[src/rtl/rom_req_fifo_writer_if.sv]
// Burst-request handshake and FWFT read port of the ROM request FIFO writer.
// master drives requests and pops entries; slave is the writer block itself.
interface rom_req_fifo_writer_if;
    logic        req_valid;
    logic        req_ready;
    logic [7:0]  req_offset;
    logic [4:0]  req_len;
    logic        is_empty;
    logic [11:0] data_to_reader;
    logic        rd_en;

    modport master (
        output req_valid, req_offset, req_len, rd_en,
        input  req_ready, is_empty, data_to_reader
    );

    modport slave (
        input  req_valid, req_offset, req_len, rd_en,
        output req_ready, is_empty, data_to_reader
    );
endinterface

[src/rtl/rom_req_fifo_writer.sv]
// Expands {offset, len} bursts into {tag, offset} entries in a FWFT FIFO for the ROM reader.
// Optional sticky underflow flag enabled by defining REQ_FIFO_UNDERFLOW_EN.
module rom_req_fifo_writer #(
    parameter int unsigned DEPTH = 16,
    parameter int unsigned PTR_W = 4
) (
    input  logic                    clk,
    input  logic                    rst_n,
    rom_req_fifo_writer_if.slave    bus,
    output logic                    o_busy,
`ifdef REQ_FIFO_UNDERFLOW_EN
    output logic                    o_rd_underflow,
`endif
    output logic [PTR_W:0]          o_fill_count
);

    typedef enum logic {StIdle, StIssue} state_e;

    state_e           r_state;
    state_e           w_state_nxt;
    logic [11:0]      r_mem [DEPTH];
    logic [PTR_W-1:0] r_wr_ptr;
    logic [PTR_W-1:0] r_rd_ptr;
    logic [PTR_W:0]   r_count;
    logic [3:0]       r_tag;
    logic [7:0]       r_cur_off;
    logic [4:0]       r_remaining;

    logic w_empty;
    logic w_pop;
    logic w_push_ok;
    logic w_push;
    logic w_accept;

    assign w_empty   = (r_count == '0);
    assign w_pop     = bus.rd_en && !w_empty;
    // A full FIFO still takes a write when the head is popped in the same cycle.
    assign w_push_ok = (r_count < (PTR_W+1)'(DEPTH)) || w_pop;
    assign w_push    = (r_state == StIssue) && w_push_ok;
    assign w_accept  = (r_state == StIdle) && bus.req_valid && (bus.req_len != '0);

    always_comb begin
        w_state_nxt = r_state;
        unique case (r_state)
            StIdle:  if (w_accept) w_state_nxt = StIssue;
            StIssue: if (w_push && (r_remaining == 5'd1)) w_state_nxt = StIdle;
            default: w_state_nxt = StIdle;
        endcase
    end

    always_ff @(posedge clk or negedge rst_n) begin
        if (!rst_n) begin
            r_state     <= StIdle;
            r_tag       <= '0;
            r_cur_off   <= '0;
            r_remaining <= '0;
        end else begin
            r_state <= w_state_nxt;
            if (w_accept) begin
                r_cur_off   <= bus.req_offset;
                r_remaining <= bus.req_len;
            end else if (w_push) begin
                r_cur_off   <= r_cur_off + 8'd1;
                r_tag       <= r_tag + 4'd1;
                r_remaining <= r_remaining - 5'd1;
            end
        end
    end

    always_ff @(posedge clk or negedge rst_n) begin
        if (!rst_n) begin
            r_wr_ptr <= '0;
            r_rd_ptr <= '0;
            r_count  <= '0;
        end else begin
            if (w_push) r_wr_ptr <= r_wr_ptr + PTR_W'(1);
            if (w_pop)  r_rd_ptr <= r_rd_ptr + PTR_W'(1);
            unique case ({w_push, w_pop})
                2'b10:   r_count <= r_count + (PTR_W+1)'(1);
                2'b01:   r_count <= r_count - (PTR_W+1)'(1);
                default: r_count <= r_count;
            endcase
        end
    end

    // Storage needs no reset: the pointers define which words are live.
    always_ff @(posedge clk) begin
        if (w_push) r_mem[r_wr_ptr] <= {r_tag, r_cur_off};
    end

`ifdef REQ_FIFO_UNDERFLOW_EN
    logic r_underflow;

    always_ff @(posedge clk or negedge rst_n) begin
        if (!rst_n) begin
            r_underflow <= 1'b0;
        end else if (bus.rd_en && w_empty) begin
            r_underflow <= 1'b1;
        end
    end

    assign o_rd_underflow = r_underflow;
`endif

    assign bus.req_ready      = (r_state == StIdle);
    assign o_busy             = (r_state == StIssue);
    assign bus.is_empty       = w_empty;
    assign bus.data_to_reader = r_mem[r_rd_ptr];
    assign o_fill_count       = r_count;

endmodule

[src/flat_wrapper.sv]
// flat-port wrapper written by rule: the top's interface ports become plain ports
module rom_req_fifo_writer_flat 
#(
    parameter int unsigned DEPTH = 16,
    parameter int unsigned PTR_W = 4
)
  (clk, rst_n, o_busy, o_fill_count, bus_req_valid, bus_req_offset, bus_req_len, bus_rd_en, bus_req_ready, bus_is_empty, bus_data_to_reader);
  rom_req_fifo_writer_if bus_i ();
  input  logic clk;
  input  logic rst_n;
  output logic o_busy;
  output logic [PTR_W:0] o_fill_count;
  input wire logic [$bits(bus_i.req_valid)-1:0] bus_req_valid;
  input wire logic [$bits(bus_i.req_offset)-1:0] bus_req_offset;
  input wire logic [$bits(bus_i.req_len)-1:0] bus_req_len;
  input wire logic [$bits(bus_i.rd_en)-1:0] bus_rd_en;
  output wire logic [$bits(bus_i.req_ready)-1:0] bus_req_ready;
  output wire logic [$bits(bus_i.is_empty)-1:0] bus_is_empty;
  output wire logic [$bits(bus_i.data_to_reader)-1:0] bus_data_to_reader;
  assign bus_i.req_valid = bus_req_valid;
  assign bus_i.req_offset = bus_req_offset;
  assign bus_i.req_len = bus_req_len;
  assign bus_i.rd_en = bus_rd_en;
  assign bus_req_ready = bus_i.req_ready;
  assign bus_is_empty = bus_i.is_empty;
  assign bus_data_to_reader = bus_i.data_to_reader;
  rom_req_fifo_writer #(.DEPTH(DEPTH), .PTR_W(PTR_W)) u_core (.clk(clk), .rst_n(rst_n), .bus(bus_i), .o_busy(o_busy), .o_fill_count(o_fill_count));
endmodule
[config.mk]
export PLATFORM = sky130hd
export DESIGN_NAME = rom_req_fifo_writer_flat
export DESIGN_NICKNAME = d
export VERILOG_FILES = /design/src/rtl/rom_req_fifo_writer_if.sv /design/src/rtl/rom_req_fifo_writer.sv /design/src/flat_wrapper.sv
export SDC_FILE = /design/constraint.sdc
export NUM_CORES = 1
export LEC_CHECK = 0
export BUFFER_PORTS_ARGS = -buffer_cell sky130_fd_sc_hd__buf_2
export CAP_MARGIN = 20
export CORE_UTILIZATION = 47
export CTS_CLUSTER_DIAMETER = 150
export DETAILED_ROUTE_END_ITERATION = 8
export RECOVER_POWER = 25
export SETUP_SLACK_MARGIN = 0.15
export SYNTH_ARGS = -nofsm -noshare
export SYNTH_HDL_FRONTEND = slang
export SYNTH_SLANG_ARGS = --single-unit
[constraint.sdc]
create_clock -name clk -period 4.06 [get_ports clk]
set_clock_uncertainty 0.15 [all_clocks]
set_input_delay 0.812 -clock clk [delete_from_list [all_inputs] [get_ports clk]]
set_output_delay 0.812 -clock clk [all_outputs]
set_load 0.05 [all_outputs]
==> flow_summary.yaml <==
placement:
  post-place-ws_ns: 0.797
  hpwl_um: 11900
  place_congestion: 0.750
  place.port_buffers: 36
clocking:
  post_cts_buffers: 0
  cts.clk_slew.worst_paths_ns: 0.06
  htree_levels: 1
  hold_buffers: 0
  clock-sinks: 223
  cts_buffers: 24
  clock-root-buffer: "clkbuf_16"
  cts_resized: 0
  clockBufferDepth: 3
  clock_latency_ns: 0.50
  cts_tree: "yes"
logic_synthesis:
  syn_avg_cell_area_um2: 16.8
  synth.cell_area_mm2: 0.00913
  synthCells: 543
  ys_warn_count: 0
  synthFlopType: "edfxtp_1"
  synth_area_leader_cell: "edfxtp_1"
  synth_area_leaders: "edfxtp_1 (63%), dfrtp_1 (8.5%), mux4_2 (5.9%)"
  ys_ff_latch: 223
  yosysTopAreaCellShare_pct: 63.2
  syn_nets: 574
  ys_types: 42
  synth-edff-count: 192
  async_flop_share_pct: 13.9
  seq_area_frac_synth_pct: 71.7
detailed_routing:
  drc: 0
  post_drt_wl_per_cell_um: 22.0
  vias_per_cell: 5.60
  detail_route.first_pass.iterations: 4
  via_count: 4854
  drt.antenna.violating_nets: 0
  drtIter0Drc: 314
  drt-total-wl_um: 19100
floorplanning:
  core_mm2: 0.0189
  fp-row-count: 50
  fp.dieW_um: 141
  die_y_um: 141
  die-area_mm2: 0.0200
  ios: 37
  initial_core_util_pct: 48.3
sta:
  setup_viol: 0
  fin_tns_setup_ns: 0
  hold_violations: 0
  fin_crit_ns: 3.56
  clock.fmax_mhz: 281
  setup_slack_ns: 0.500
  fin_crit_sh_pct: 87.7
  slew_headroom_pct: -17.9
  rsz0062_at_grt: "no"
  worstMarginPinSlew_ns: 1.77
  finalMaxSlewViolations: 32
worst_hold_path:
  min_path_type: "flip-flop to flip-flop"
critical_path:
  critPathCaptureType: "primary output"
  critPathMaxFanout: 40
  cp.arrival_ns: 2.60
  required_ns: 3.10
  path_cells: "buf_12 > mux4_2 > a22oi_1 > nand2_1 > buf_2"
  crit_type: "flip-flop to primary output"
  critPathTopFamily: "flip-flops"
  startpoint_type: "flip-flop"
  crit_buf_inv: 2
  cp_slowest_cell: "dfrtp_4"
  slowest_delay_ns: 0.62
job:
  cap_violations: 1
cells_and_area:
  layout_commonest_cell: "edfxtp_1"
  drive_above_1_share_pct: 19.9
  fillers: 1523
  area_growth_syn_to_layout_pct: 13.8
  fin_nets: 620
  most-common-layout-cells: "edfxtp_1 (192), o21ai_0 (38), mux2i_1 (37), nand2_1 (37), buf_2 (35)"
  diodes: 0
outcome:
  violations: "capacitance limit, slew limit"
  status: "finished with violations"
grt:
  track_usage_pct: 19.9
  grt_max_degree: 41
  grt_pass1_vias: 4916
  grt_pass1_wl_um: 29200
  grt_antenna_before_repair: 0
  gr-total-overflow: 0
pwr:
  ir_drop_uv: 475
  power.leakage_uw: 0.00369
  p_per_area_mw_per_mm2: 873
==> report_power, final <==
group	total, uW	switching, uW	internal, uW
Combinational	3060	1960	1110
Clock	2150	836	1310
Sequential	3860	611	3240
==> registers in the layout, indices dropped and copies added, names as in the netlist <==
signal and flops:
u_core.o_busy 1, u_core.o_fill_count 5, u_core.r_cur_off 8, u_core.r_mem 192, u_core.r_rd_ptr 4, u_core.r_remaining 5
u_core.r_tag 4, u_core.r_wr_ptr 4
==> layout make-up <==
class | count | area [um^2] | share of cell area (%)
flip-flops and latches | 223 | 6550 | 63.0
clock buffers | 30 | 644 | 6.20
multi-input cells | 285 | 2420 | 23.3
clock inverters | 14 | 145 | 1.40
well taps | 260 | 325 | 3.13
repair buffers | 45 | 272 | 2.61
inverters | 10 | 37.5 | 0.361
==> synthesized netlist by cell type, types with 2 or more instances <==
library cell  number
mux2_2            12
dfrtp_1           31
buf_4              3
mux4_2            24
buf_2             11
clkbuf_1           9
o211ai_1           4
nand3_1            6
and3_1             2
nor2b_1            4
nor3_1             3
nor2_1             8
a21oi_1           15
nand4_1            5
a221oi_1          12
edfxtp_1         192
a221o_1            2
o21ai_0           38
nand2_1           37
a22oi_1           13
xnor2_1           10
xor2_1             6
mux2i_1           37
a21o_1             2
and2_1            19
inv_1             10
ha_1              13
==> worst register-to-register path: stages (launching register included) <==
cell	delay [ns]
dfrtp_1	0.43
or4_1	0.53
nor2_1	0.14
nor2b_1	0.13
ha_1	0.26
ha_1	0.33
nor2b_1	0.14
o21ai_0	0.20
a21oi_1	0.10
or3b_2	0.45
xnor2_1	0.14
==> path summary, 6_finish.rpt <==
kind / startpoint / slack, ns / depth (start not counted) / to
min in group asynchronous: rst_n / 0.63 / 1 / u_core.r_remaining[0]
worst min register to register: u_core.r_remaining[4] / 0.35 / 1 / u_core.r_remaining[4]
worst max-delay path: u_core.r_rd_ptr[0] / 0.50 / 5 / bus_data_to_reader[4]
worst max register to register: u_core.o_fill_count[0] / 0.95 / 10 / u_core.o_fill_count[4]
max in group asynchronous: rst_n / 1.88 / 1 / u_core.r_rd_ptr[0]
worst min-delay path: u_core.r_remaining[4] / 0.35 / 1 / u_core.r_remaining[4]
==> routing by layer <==
layer	GRT usage (%)	vias up	routed length, um
met4	4.52	0	227
met2	32.3	128	9220
li1	-	2223	-
met5	0	-	0
met1	28.8	2482	8710
met3	2.56	21	913
==> through the flow <==
stage,total power (uW),cells,util (%),cell area (um^2),hold slack [ns]
floorplan,5970,543,-,9130,0.321
global placement,6910,823,50.8,9600,0.346
detailed placement,7010,823,50.8,9600,0.352
CTS,9170,867,55.0,10400,0.245
global route,9520,867,55.0,10400,0.378
finish,9070,867,55.0,10400,0.354
==> logic make-up after synthesis <==
family	after synthesis	synth area share, %
adders and majority gates	14	2.00
muxes	74	11.6
buffers and inverters	35	1.80
DFF	223	71.7
AOI/OAI and AO/OA	90	6.29
xor gates and xnor gates	16	1.54
and+or+nand+nor	91	5.09
(Power assumes the default switching activity.)
